File: config.mk
export PLATFORM = sky130hd
export DESIGN_NAME = fifo_rd_drain
export DESIGN_NICKNAME = d
export VERILOG_FILES = /design/src/rtl/fifo_rd_pkg.sv /design/src/rtl/rd_skid_buf.sv /design/src/rtl/fifo_rd_drain.sv
export SDC_FILE = /design/constraint.sdc
export NUM_CORES = 1
export LEC_CHECK = 0
export CAP_MARGIN = 0
export CORE_AREA = 4 4 119 121
export DETAILED_ROUTE_END_ITERATION = 12
export DIE_AREA = 0 0 123 125
export PLACE_DENSITY = 0.77
export SKIP_CTS_REPAIR_TIMING = 1
export SYNTH_ARGS = -nofsm -noshare
export SYNTH_HDL_FRONTEND = slang
export SYNTH_SLANG_ARGS = --single-unit
File: constraint.sdc
create_clock -name clk -period 3.55 [get_ports clk]
set_input_delay 0.8875 -clock clk [delete_from_list [all_inputs] [get_ports clk]]
set_output_delay 0.8875 -clock clk [all_outputs]
set_load 0.01 [all_outputs]
File: src/rtl/fifo_rd_pkg.sv
// Shared state encoding and sizing helpers for the FIFO read-side drain master.
package fifo_rd_pkg;

   typedef enum logic [1:0] {
      IDLE  = 2'd0,
      RUN   = 2'd1,
      DRAIN = 2'd2,
      DONE  = 2'd3
   } state_t;

   localparam int DEF_TOTAL     = 256;
   localparam int DEF_BUF_DEPTH = 4;
   localparam int DEF_CNT_W     = $clog2(DEF_TOTAL) + 1;
   localparam int DEF_IDX_W     = $clog2(DEF_BUF_DEPTH);

   // Counters must be able to hold TOTAL itself, hence the extra bit.
   function automatic int cnt_width(input int total);
      return $clog2(total) + 1;
   endfunction

   function automatic int idx_width(input int depth);
      return (depth > 1) ? $clog2(depth) : 1;
   endfunction

endpackage

File: src/rtl/rd_skid_buf.sv
// Circular skid buffer with explicit occupancy; output is the entry at the read pointer.
module rd_skid_buf
   import fifo_rd_pkg::*;
#(
   parameter int WIDTH     = 32,
   parameter int BUF_DEPTH = DEF_BUF_DEPTH
) (
   input  logic                          clk,
   input  logic                          rst_n,
   input  logic                          i_push,
   input  logic [WIDTH-1:0]              i_wdata,
   input  logic                          i_pop,
   output logic                          o_valid,
   output logic [WIDTH-1:0]              o_data,
   output logic [idx_width(BUF_DEPTH):0] o_occ
);
   localparam int               IDX_W    = idx_width(BUF_DEPTH);
   localparam logic [IDX_W:0]   OCC_FULL = (IDX_W+1)'(BUF_DEPTH);

   logic [WIDTH-1:0] r_mem [BUF_DEPTH];
   logic [IDX_W-1:0] r_wptr;
   logic [IDX_W-1:0] r_rptr;
   logic [IDX_W:0]   r_occ;

   always_ff @(posedge clk or negedge rst_n) begin
      if (!rst_n) begin
         for (int i = 0; i < BUF_DEPTH; i++) r_mem[i] <= '0;
         r_wptr <= '0;
         r_rptr <= '0;
         r_occ  <= '0;
      end else begin
         if (i_push) begin
            r_mem[r_wptr] <= i_wdata;
            r_wptr        <= r_wptr + IDX_W'(1);
         end
         if (i_pop)
            r_rptr <= r_rptr + IDX_W'(1);
         // Push and pop together leave occupancy unchanged.
         case ({i_push, i_pop})
            2'b10:   r_occ <= r_occ + (IDX_W+1)'(1);
            2'b01:   r_occ <= r_occ - (IDX_W+1)'(1);
            default: r_occ <= r_occ;
         endcase
      end
   end

   assign o_valid = (r_occ != '0);
   assign o_data  = r_mem[r_rptr];
   assign o_occ   = r_occ;

   a_no_overflow: assert property (@(posedge clk) disable iff (!rst_n)
      !(i_push && !i_pop && r_occ == OCC_FULL));
   a_no_underflow: assert property (@(posedge clk) disable iff (!rst_n)
      !(i_pop && r_occ == '0));

endmodule

File: src/rtl/fifo_rd_drain.sv
// Read-side drain master: credit-limited rinc, fixed-latency capture into a skid buffer,
// frame counting. Optional starvation timeout enabled by macro FIFO_RD_TMO_EN.
module fifo_rd_drain
   import fifo_rd_pkg::*;
#(
   parameter int WIDTH     = 32,
   parameter int RD_LAT    = 2,
   parameter int BUF_DEPTH = DEF_BUF_DEPTH,
   parameter int TOTAL     = DEF_TOTAL
`ifdef FIFO_RD_TMO_EN
   ,
   parameter int TMO_CYC   = 1024
`endif
) (
   input  logic                        clk,
   input  logic                        rst_n,
   input  logic                        start,
   input  logic                        rempty,
   output logic                        rinc,
   input  logic [WIDTH-1:0]            rdata,
   output logic                        out_valid,
   output logic [WIDTH-1:0]            out_data,
   input  logic                        out_ready,
   output logic                        busy,
   output logic                        done,
   output logic [cnt_width(TOTAL)-1:0] rd_count
`ifdef FIFO_RD_TMO_EN
   ,
   output logic                        tmo_err
`endif
);
   localparam int CNT_W = cnt_width(TOTAL);
   localparam int IDX_W = idx_width(BUF_DEPTH);
   localparam int FIL_W = IDX_W + 2;

   state_t            r_state;
   state_t            w_state_next;
   logic [CNT_W-1:0]  r_issued;
   logic [CNT_W-1:0]  r_rd_count;
   logic [RD_LAT-1:0] r_pipe;
   logic [RD_LAT-1:0] w_pipe_next;
   logic [IDX_W:0]    w_occ;
   logic [IDX_W:0]    w_inflight;
   logic [FIL_W-1:0]  w_fill;
   logic              w_start;
   logic              w_pop;
   logic              w_push;
   logic              w_credit;
   logic              w_cnt_ok;
   logic              w_tmo_hit;

   assign w_start  = (r_state == IDLE) && start;
   assign w_pop    = out_valid && out_ready;
   assign w_push   = r_pipe[RD_LAT-1];
   assign w_fill   = FIL_W'(w_occ) + FIL_W'(w_inflight);
   assign w_credit = (w_fill < FIL_W'(BUF_DEPTH));

   always_comb begin
      w_inflight = '0;
      for (int i = 0; i < RD_LAT; i++)
         w_inflight = w_inflight + {{IDX_W{1'b0}}, r_pipe[i]};
   end

   generate
      if (RD_LAT == 1) begin : g_pipe_one
         assign w_pipe_next = rinc;
      end else begin : g_pipe_many
         assign w_pipe_next = {r_pipe[RD_LAT-2:0], rinc};
      end
   endgenerate

`ifdef FIFO_RD_TMO_EN
   localparam int TMO_W = $clog2(TMO_CYC + 1);

   logic [TMO_W-1:0] r_tmo_cnt;
   logic             r_tmo_err;

   assign w_tmo_hit = (r_state == RUN) && rempty && (r_tmo_cnt == TMO_W'(TMO_CYC - 1));

   always_ff @(posedge clk or negedge rst_n) begin
      if (!rst_n) begin
         r_tmo_cnt <= '0;
         r_tmo_err <= 1'b0;
      end else begin
         if (w_start || rinc)
            r_tmo_cnt <= '0;
         else if ((r_state == RUN) && rempty)
            r_tmo_cnt <= r_tmo_cnt + TMO_W'(1);
         if (w_start)
            r_tmo_err <= 1'b0;
         else if (w_tmo_hit)
            r_tmo_err <= 1'b1;
      end
   end

   assign tmo_err  = r_tmo_err;
   // A starved frame ends short; everything that was issued still gets delivered.
   assign w_cnt_ok = r_tmo_err || (r_rd_count == CNT_W'(TOTAL));
`else
   assign w_tmo_hit = 1'b0;
   assign w_cnt_ok  = (r_rd_count == CNT_W'(TOTAL));
`endif

   always_ff @(posedge clk or negedge rst_n) begin
      if (!rst_n)
         r_state <= IDLE;
      else
         r_state <= w_state_next;
   end

   always_comb begin
      w_state_next = r_state;
      case (r_state)
         IDLE:    if (start) w_state_next = RUN;
         RUN:     if (w_tmo_hit || (r_issued == CNT_W'(TOTAL))) w_state_next = DRAIN;
         DRAIN:   if ((w_inflight == '0) && (w_occ == '0) && w_cnt_ok) w_state_next = DONE;
         DONE:    w_state_next = IDLE;
         default: w_state_next = IDLE;
      endcase
   end

   always_comb begin
      busy = (r_state == RUN) || (r_state == DRAIN);
      done = (r_state == DONE);
      rinc = (r_state == RUN) && !rempty && (r_issued < CNT_W'(TOTAL)) && w_credit;
   end

   always_ff @(posedge clk or negedge rst_n) begin
      if (!rst_n) begin
         r_issued   <= '0;
         r_rd_count <= '0;
         r_pipe     <= '0;
      end else begin
         r_pipe <= w_pipe_next;
         if (w_start)
            r_issued <= '0;
         else if (w_tmo_hit)
            r_issued <= CNT_W'(TOTAL);
         else if (rinc)
            r_issued <= r_issued + CNT_W'(1);
         if (w_start)
            r_rd_count <= '0;
         else if (w_pop)
            r_rd_count <= r_rd_count + CNT_W'(1);
      end
   end

   assign rd_count = r_rd_count;

   rd_skid_buf #(
      .WIDTH     (WIDTH),
      .BUF_DEPTH (BUF_DEPTH)
   ) u_skid (
      .clk     (clk),
      .rst_n   (rst_n),
      .i_push  (w_push),
      .i_wdata (rdata),
      .i_pop   (w_pop),
      .o_valid (out_valid),
      .o_data  (out_data),
      .o_occ   (w_occ)
   );

endmodule

==> results of run 1 <==
==> kinds of logic after synthesis <==
family                     Yosys count  synth area share, %
buffers and inverters               40                2.140
and+or+nand+nor                     62                4.722
AOI/OAI and AO/OA                   18                1.663
muxes                              161                30.72
xor gates and xnor gates            17                2.105
DFF                                157                55.54
adders and majority gates           17                3.113
==> worst max-delay path, delay by kind of cell, from the launching register on <==
family   cells  cell delay [ns]
buf+inv      2             0.80
flops        1             0.63
mux          1             0.55
==> sequential cells by signal, summed over array words and instances, names as in the netlist <==
register	cells
u_skid.o_occ	3
r_issued	9
r_pipe	2
rd_count	9
u_skid.r_rptr	2
r_state	2
u_skid.r_wptr	2
u_skid.r_mem	128
==> metal layers <==
metal / up-vias / share of wire [%]
met5: - / 0
met3: 18 / 4.1
met2: 99 / 50
li1: 1872 / -
met1: 2228 / 45
met4: 0 / 1.5
==> metrics by stage <==
stage                     setup WS, ns  cells  hold WS [ns]  cell area (µm²)
after floorplan                 0.6669    472        0.3798             7074
after global placement        -0.08961    713        0.3928             8120
after detailed placement       -0.1033    713        0.3994             8120
after CTS                      -0.1037    745        0.4103             8750
after global routing            0.1236    745        0.4382             8752
final                           0.2636    745        0.4104             8752
==> report_power, final <==
part	internal (mW)	switching, mW	total, mW
combinational	2.22	1.24	3.47
sequential	2.66	0.592	3.25
clock	1.25	0.675	1.93
==> final timing paths <==
check / endpoint / slack [ns] / depth (start not counted)
worst min register to register: r_pipe[1] / 0.41 / 0
min in group asynchronous: u_skid.r_mem[66] / 0.60 / 1
max in group asynchronous: u_skid.r_mem[81] / 2.19 / 2
worst min-delay path: r_pipe[1] / 0.41 / 0
worst max register to register: r_issued[6] / 1.05 / 7
worst max-delay path: out_data[22] / 0.26 / 3
==> synthesized netlist by cell type (all sizes together) (2+ instances only) <==
| cell type | count | area share (%) |
|---|---|---|
| dfrtp | 157 | 56 |
| mux2 | 129 | 21 |
| mux4 | 32 | 10 |
| ha | 16 | 2.8 |
| nand2 | 16 | 0.85 |
| buf | 15 | 0.80 |
| nor2 | 15 | 0.80 |
| inv | 14 | 0.74 |
| clkbuf | 11 | 0.60 |
| xor2 | 11 | 1.4 |
| a21oi | 6 | 0.42 |
| nand3 | 6 | 0.42 |
| xnor2 | 6 | 0.74 |
| and3 | 5 | 0.44 |
| o21ai | 5 | 0.35 |
| or3 | 4 | 0.39 |
| or4b | 3 | 0.48 |
| and2 | 2 | 0.18 |
| nand4 | 2 | 0.18 |
| nand4b | 2 | 0.25 |
| nor4b | 2 | 0.25 |
| o41ai | 2 | 0.25 |
| or4 | 2 | 0.21 |
==> layout make-up <==
class	count	area (µm²)
Clock buffer	26	499.2
Multi-Input combinational cell	275	3004
Sequential cell	157	3931
Inverter	14	52.55
Timing Repair Buffer	91	914.6
Fill cell	920	4333
Clock inverter	6	130.1
Tap cell	176	220.2
==> summary.md, run 1 <==
| Metric | Value |
|---|---|
| Outcome | `completed` |
| Most used DFF post-synth | `dfrtp_1` |
| Worst path slowest cell | `dfrtp_2` |
| Power, Total | `8.645 mW` |
| Static Leak | `around 3.7 nW` |
| CTS tree | `done` |
| Worst slew margin | `35.07%` |
| Mapped Area | `about 7100 µm²` |
| Busiest grt layer | `met2` |
| DP Wirelength | `8.825 mm` |
| Fin util | `between 60% and 70%` |
| Synth Instances | `roughly 470` |
| Initial DRT Pass Iterations | `4` |
| Cell Pwr Density | `987.7 nW/µm²` |
| Clk slew on worst S/H paths | `0.06 ns` |
| Ordered cell list for the critical path | `buf_4 -> mux4_2 -> clkdlybuf4s50_1` |
| Met3 usage | `roughly 4.7%` |
| Critical Path Max Stage Delay | `between 0.6 and 0.7 ns` |
| DR vias | `approximately 4200` |
| Avg Inst Size Synth | `14.99 µm²` |
| Post-synth EDFFs | `0` |
| Die span in x | `123 µm` |
| CTS H-Tree Depth | `4` |
| CP startpoint kind | `register` |
| Critical Path AT | `2.40 ns` |
| Critical path launch point | `u_skid.r_rptr[0]` |
| Syn. warnings | `0` |
| Max-cap violation count | `0` |
| Routing usage on met2 | `31.62%` |
| First-pass GRT wire length | `~24 mm` |
| Maximum VDD drop | `418.0 µV` |
| Min-delay src | `r_pipe[0]` |
| WL/cell | `between 15 and 20 µm` |
| Final Setup Violations | `0` |
| Most frequent cells in the layout | `155 x dfrtp_1, 129 x mux2_2, 79 x clkdlybuf4s50_1` |
| Hold Crit Class | `register to register` |
| Max Slew Vio Count | `0` |
| Initial Util | `54.06%` |
| Routed Antenna Nets | `0` |
| Vias in the first global route | `about 4700` |
| Largest net degree at the start of global routing | `between 100 and 150` |
| Post-Route WL | `13.92 mm` |
| Vias per cell | `around 5.7` |
| Core ar. | `13090 µm²` |
| Worst path required time | `about 2.7 ns` |
| Port buffer count | `between 80 and 90` |
| Root Buffer | `clkbuf_16` |
| Gpl congestion | `slightly below 0.8` |
| Total grt overflow | `0` |
| Fin nets | `610` |
| Register bit total from synthesis | `between 150 and 200` |
| Row count | `42` |
| Clock latency on the worst-skew pair | `~0.42 ns` |
| Area Overhead vs Synth | `23.72%` |
| Initial antenna violation count | `0` |
| Clock buffer depth | `2` |
| Final Critical Period | `3.286 ns` |
| Post-synth ARST share | `between 90% and 100%` |
| Slew @ Worst Pin | `between 0.9 and 1 ns` |
| RSZ-0062 raised after global routing | `false` |
| Syn Nets | `roughly 530` |
| I/O pin total | `82` |
| Sequential fraction of the synthesis area | `between 50% and 60%` |
| DRT iter0 DRCs | `242` |
| Cell variety after synth | `35` |
| Die area | `approximately 15000 µm²` |
| Gr usage total | `~20%` |
| Final setup TNS | `0 ns` |
| Final Hold Fails | `0` |
| Crit-path max FO | `12` |
| CTS Buf Count | `17` |
| R2R Path Start | `r_pipe[1]` |
| Type of destination of the critical path | `primary output` |
| Period utilisation layout | `between 90% and 100%` |
| Diode count | `0` |
| Met1 Use GR | `around a quarter` |
| Clk sinks | `about 160` |
| Die H | `between 100 and 150 µm` |
| Setup Skew | `around 0.0053 ns` |
| Commonest non-fill, non-tap cell in the layout | `dfrtp_1` |
| Layout cells sized above 1 | `between 30% and 40%` |
| Fmax | `roughly 0.30 GHz` |
| DRC viols | `0` |
| Setup Crit Path Kind | `register to primary output` |
No activity file was read; power rests on OpenSTA's default activity.
==> run 2, diff against run 1 <==
--- a/config.mk
+++ b/config.mk
@@ -6,10 +6,11 @@
 export NUM_CORES = 1
 export LEC_CHECK = 0
 export CAP_MARGIN = 0
-export CORE_AREA = 4 4 119 121
+export CORE_AREA = 4 4 122 124
+export CTS_BUF_LIST = sky130_fd_sc_hd__clkbuf_8
 export DETAILED_ROUTE_END_ITERATION = 12
-export DIE_AREA = 0 0 123 125
-export PLACE_DENSITY = 0.77
+export DIE_AREA = 0 0 126 128
+export PLACE_DENSITY = 0.74
 export SKIP_CTS_REPAIR_TIMING = 1
 export SYNTH_ARGS = -nofsm -noshare
 export SYNTH_HDL_FRONTEND = slang
==> run 2 against run 1 <==
Compared with the run above:
- register-to-register slack got worse by 0.02 ns
- flip-flop and latch count did not move
- utilization fell by 5.0 points
- routed wire length fell by 2.7%
- non-clock buffer count did not move
- first-iteration DRC count fell by 7.9%
- critical endpoint is now rinc
- sequential share of layout area rose by 1.2 points
==> summary.md, run 2 (synthesis results as in run 1) <==
| Metric | Value |
|---|---|
| Outcome | `completed` |
| Power, Total | `8.064 mW (-6.7%)` |
| Vias in the first global route | `4457 (-5.5%)` |
| CTS H-Tree Depth | `4 (unchanged)` |
| Top cell family by delay on the critical path | `simple AND/OR/NAND/NOR gates` |
| Initial DRT Pass Iterations | `4 (unchanged)` |
| Core ar. | `13770 µm² (+5.3%)` |
| Clock latency on the worst-skew pair | `0.44 ns (+0.02 ns)` |
| CTS Buf Count | `17 (unchanged)` |
| Most flops, register | `u_skid.r_mem` |
| Setup Skew | `0.008196 ns (+0.002916 ns)` |
| CTS tree | `done` |
| I/O pin total | `82 (unchanged)` |
| Setup Crit Path Kind | `input pin to primary output` |
| Routed Antenna Nets | `0 (unchanged)` |
| Row count | `43 (+2.4%)` |
| Max reg flops | `128 (unchanged)` |
| Post-Layout Inst Area | `8528 µm² (-2.6%)` |
| Root Buffer | `clkbuf_8` |
| Die span in x | `126 µm (+2.4%)` |
| Gr usage total | `17.89% (-1.9 points)` |
| DRT iter0 DRCs | `223 (-7.9%)` |
| Gpl congestion | `0.7930 (+0.52%)` |
| CP startpoint kind | `input pin` |
| First-pass GRT wire length | `22.87 mm (-3.7%)` |
| Worst path slowest cell | `or4b_4` |
| Worst R2R Setup Slack | `1.03 ns (-0.02 ns)` |
| Commonest non-fill, non-tap cell in the layout | `dfrtp_1` |
| Placed cell area | `8100 µm² (-0.25%)` |
| Critical Path Max Stage Delay | `0.48 ns (-0.15 ns)` |
| Vias per cell | `5.559 (-1.8%)` |
| Crit-path max FO | `2 (-10)` |
| Ordered cell list for the critical path | `clkdlybuf4s50_1 -> or4b_4 -> or3_1 -> inv_1 -> dlymetal6s2s_1` |
| Fmax | `0.3052 GHz (+0.30%)` |
| Most frequent cells in the layout | `155 x dfrtp_1, 129 x mux2_2, 79 x clkdlybuf4s50_1` |
| CP Buf/Inv Count | `3 (+1)` |
| Period utilisation layout | `92.30% (-0.28 points)` |
| Clock buffer depth | `2 (unchanged)` |
| Initial Util | `51.36% (-2.7 points)` |
| WL/cell | `18.11 µm (-3.1%)` |
| Max Slew Vio Count | `0 (unchanged)` |
| Die area | `16130 µm² (+4.9%)` |
| Diode count | `0 (unchanged)` |
| Final Hold Fails | `0 (unchanged)` |
| Largest net degree at the start of global routing | `94 (-8.7%)` |
| Layout cells sized above 1 | `37.32% (+0.066 points)` |
| Worst path required time | `2.66 ns (about the same)` |
| Fin util | `61.92% (-5.0 points)` |
| Fin nets | `610 (unchanged)` |
| Type of destination of the critical path | `primary output` |
| Static Leak | `3.628 nW (-2.3%)` |
| Post-Route WL | `13.55 mm (-2.7%)` |
| Clk sinks | `157 (unchanged)` |
| Max-cap violation count | `0 (unchanged)` |
| DRC viols | `0 (unchanged)` |
| Slew @ Worst Pin | `0.9509 ns (-0.01958 ns)` |
| Die H | `128 µm (+2.4%)` |
| Hold Crit Class | `register to register` |
| DR vias | `4158 (-1.4%)` |
| Worst slew margin | `36.38% (+1.3 points)` |
| Maximum VDD drop | `699.9 µV (+67%)` |
| Cell Pwr Density | `945.5 nW/µm² (-4.3%)` |
| Critical Path AT | `2.39 ns (about the same)` |
| Initial antenna violation count | `0 (unchanged)` |
| Clk slew on worst S/H paths | `0.08 ns (+0.02 ns)` |
| DP Wirelength | `8.763 mm (-0.70%)` |
| Final Setup Violations | `0 (unchanged)` |
| Total grt overflow | `0 (unchanged)` |
| Final Critical Period | `3.277 ns (-0.009772 ns)` |
| RSZ-0062 raised after global routing | `false` |
| Port buffer count | `81 (unchanged)` |
| Area Overhead vs Synth | `20.55%` |
-- run 2: changes by cell type in the layout (fill, tap and decap cells not counted), sizes merged --
cell / before / now
clkbuf: 26 / 20
clkinv: 2 / 3
inv: 14 / 18
-- run 2: path summary, 6_finish.rpt --
kind                                 from               end  depth (start not counted)
worst min register to register  r_pipe[0]         r_pipe[1]                          0
worst max-delay path               rempty              rinc                          5
max in group asynchronous           rst_n  u_skid.r_mem[71]                          2
worst max register to register  r_pipe[1]       r_issued[6]                          7
worst min-delay path            r_pipe[0]         r_pipe[1]                          0
min in group asynchronous           rst_n   u_skid.r_mem[3]                          1
-- run 2: cell type report --
class / instances / area [µm²]
Clock buffer: 20 / 275.3
Clock inverter: 11 / 150.1
Fill cell: 1072 / 5245
Inverter: 14 / 52.55
Multi-Input combinational cell: 275 / 3004
Sequential cell: 157 / 3931
Tap cell: 180 / 225.2
Timing Repair Buffer: 91 / 889.6
-- run 2: stage by stage --
step	setup slack (ns)	instances	hold WS, ns	TNS [ns]
after detailed placement	-0.1003	717	0.4108	-0.1003
after global placement	-0.1173	717	0.3922	-0.1173
after CTS	-0.1048	748	0.4291	-0.1048
after global routing	0.2170	748	0.4536	0
final	0.2733	748	0.4284	0
after floorplan	0.6669	472	0.3798	0
-- run 2: power by group --
| group | internal, mW | switching (mW) |
|---|---|---|
| clock | 0.805 | 0.599 |
| sequential | 2.66 | 0.545 |
| combinational | 2.20 | 1.26 |
| total | 5.66 | 2.41 |
-- run 2: per-layer routing --
| layer | wire [µm] | GRT usage [%] | vias up |
|---|---|---|---|
| li1 | - | - | 1884 |
| met1 | 6169 | 24.11 | 2185 |
| met2 | 6630 | 28.83 | 79 |
| met3 | 607 | 4.958 | 10 |
| met4 | 141 | 5.110 | 0 |
| met5 | 0 | 0 | - |
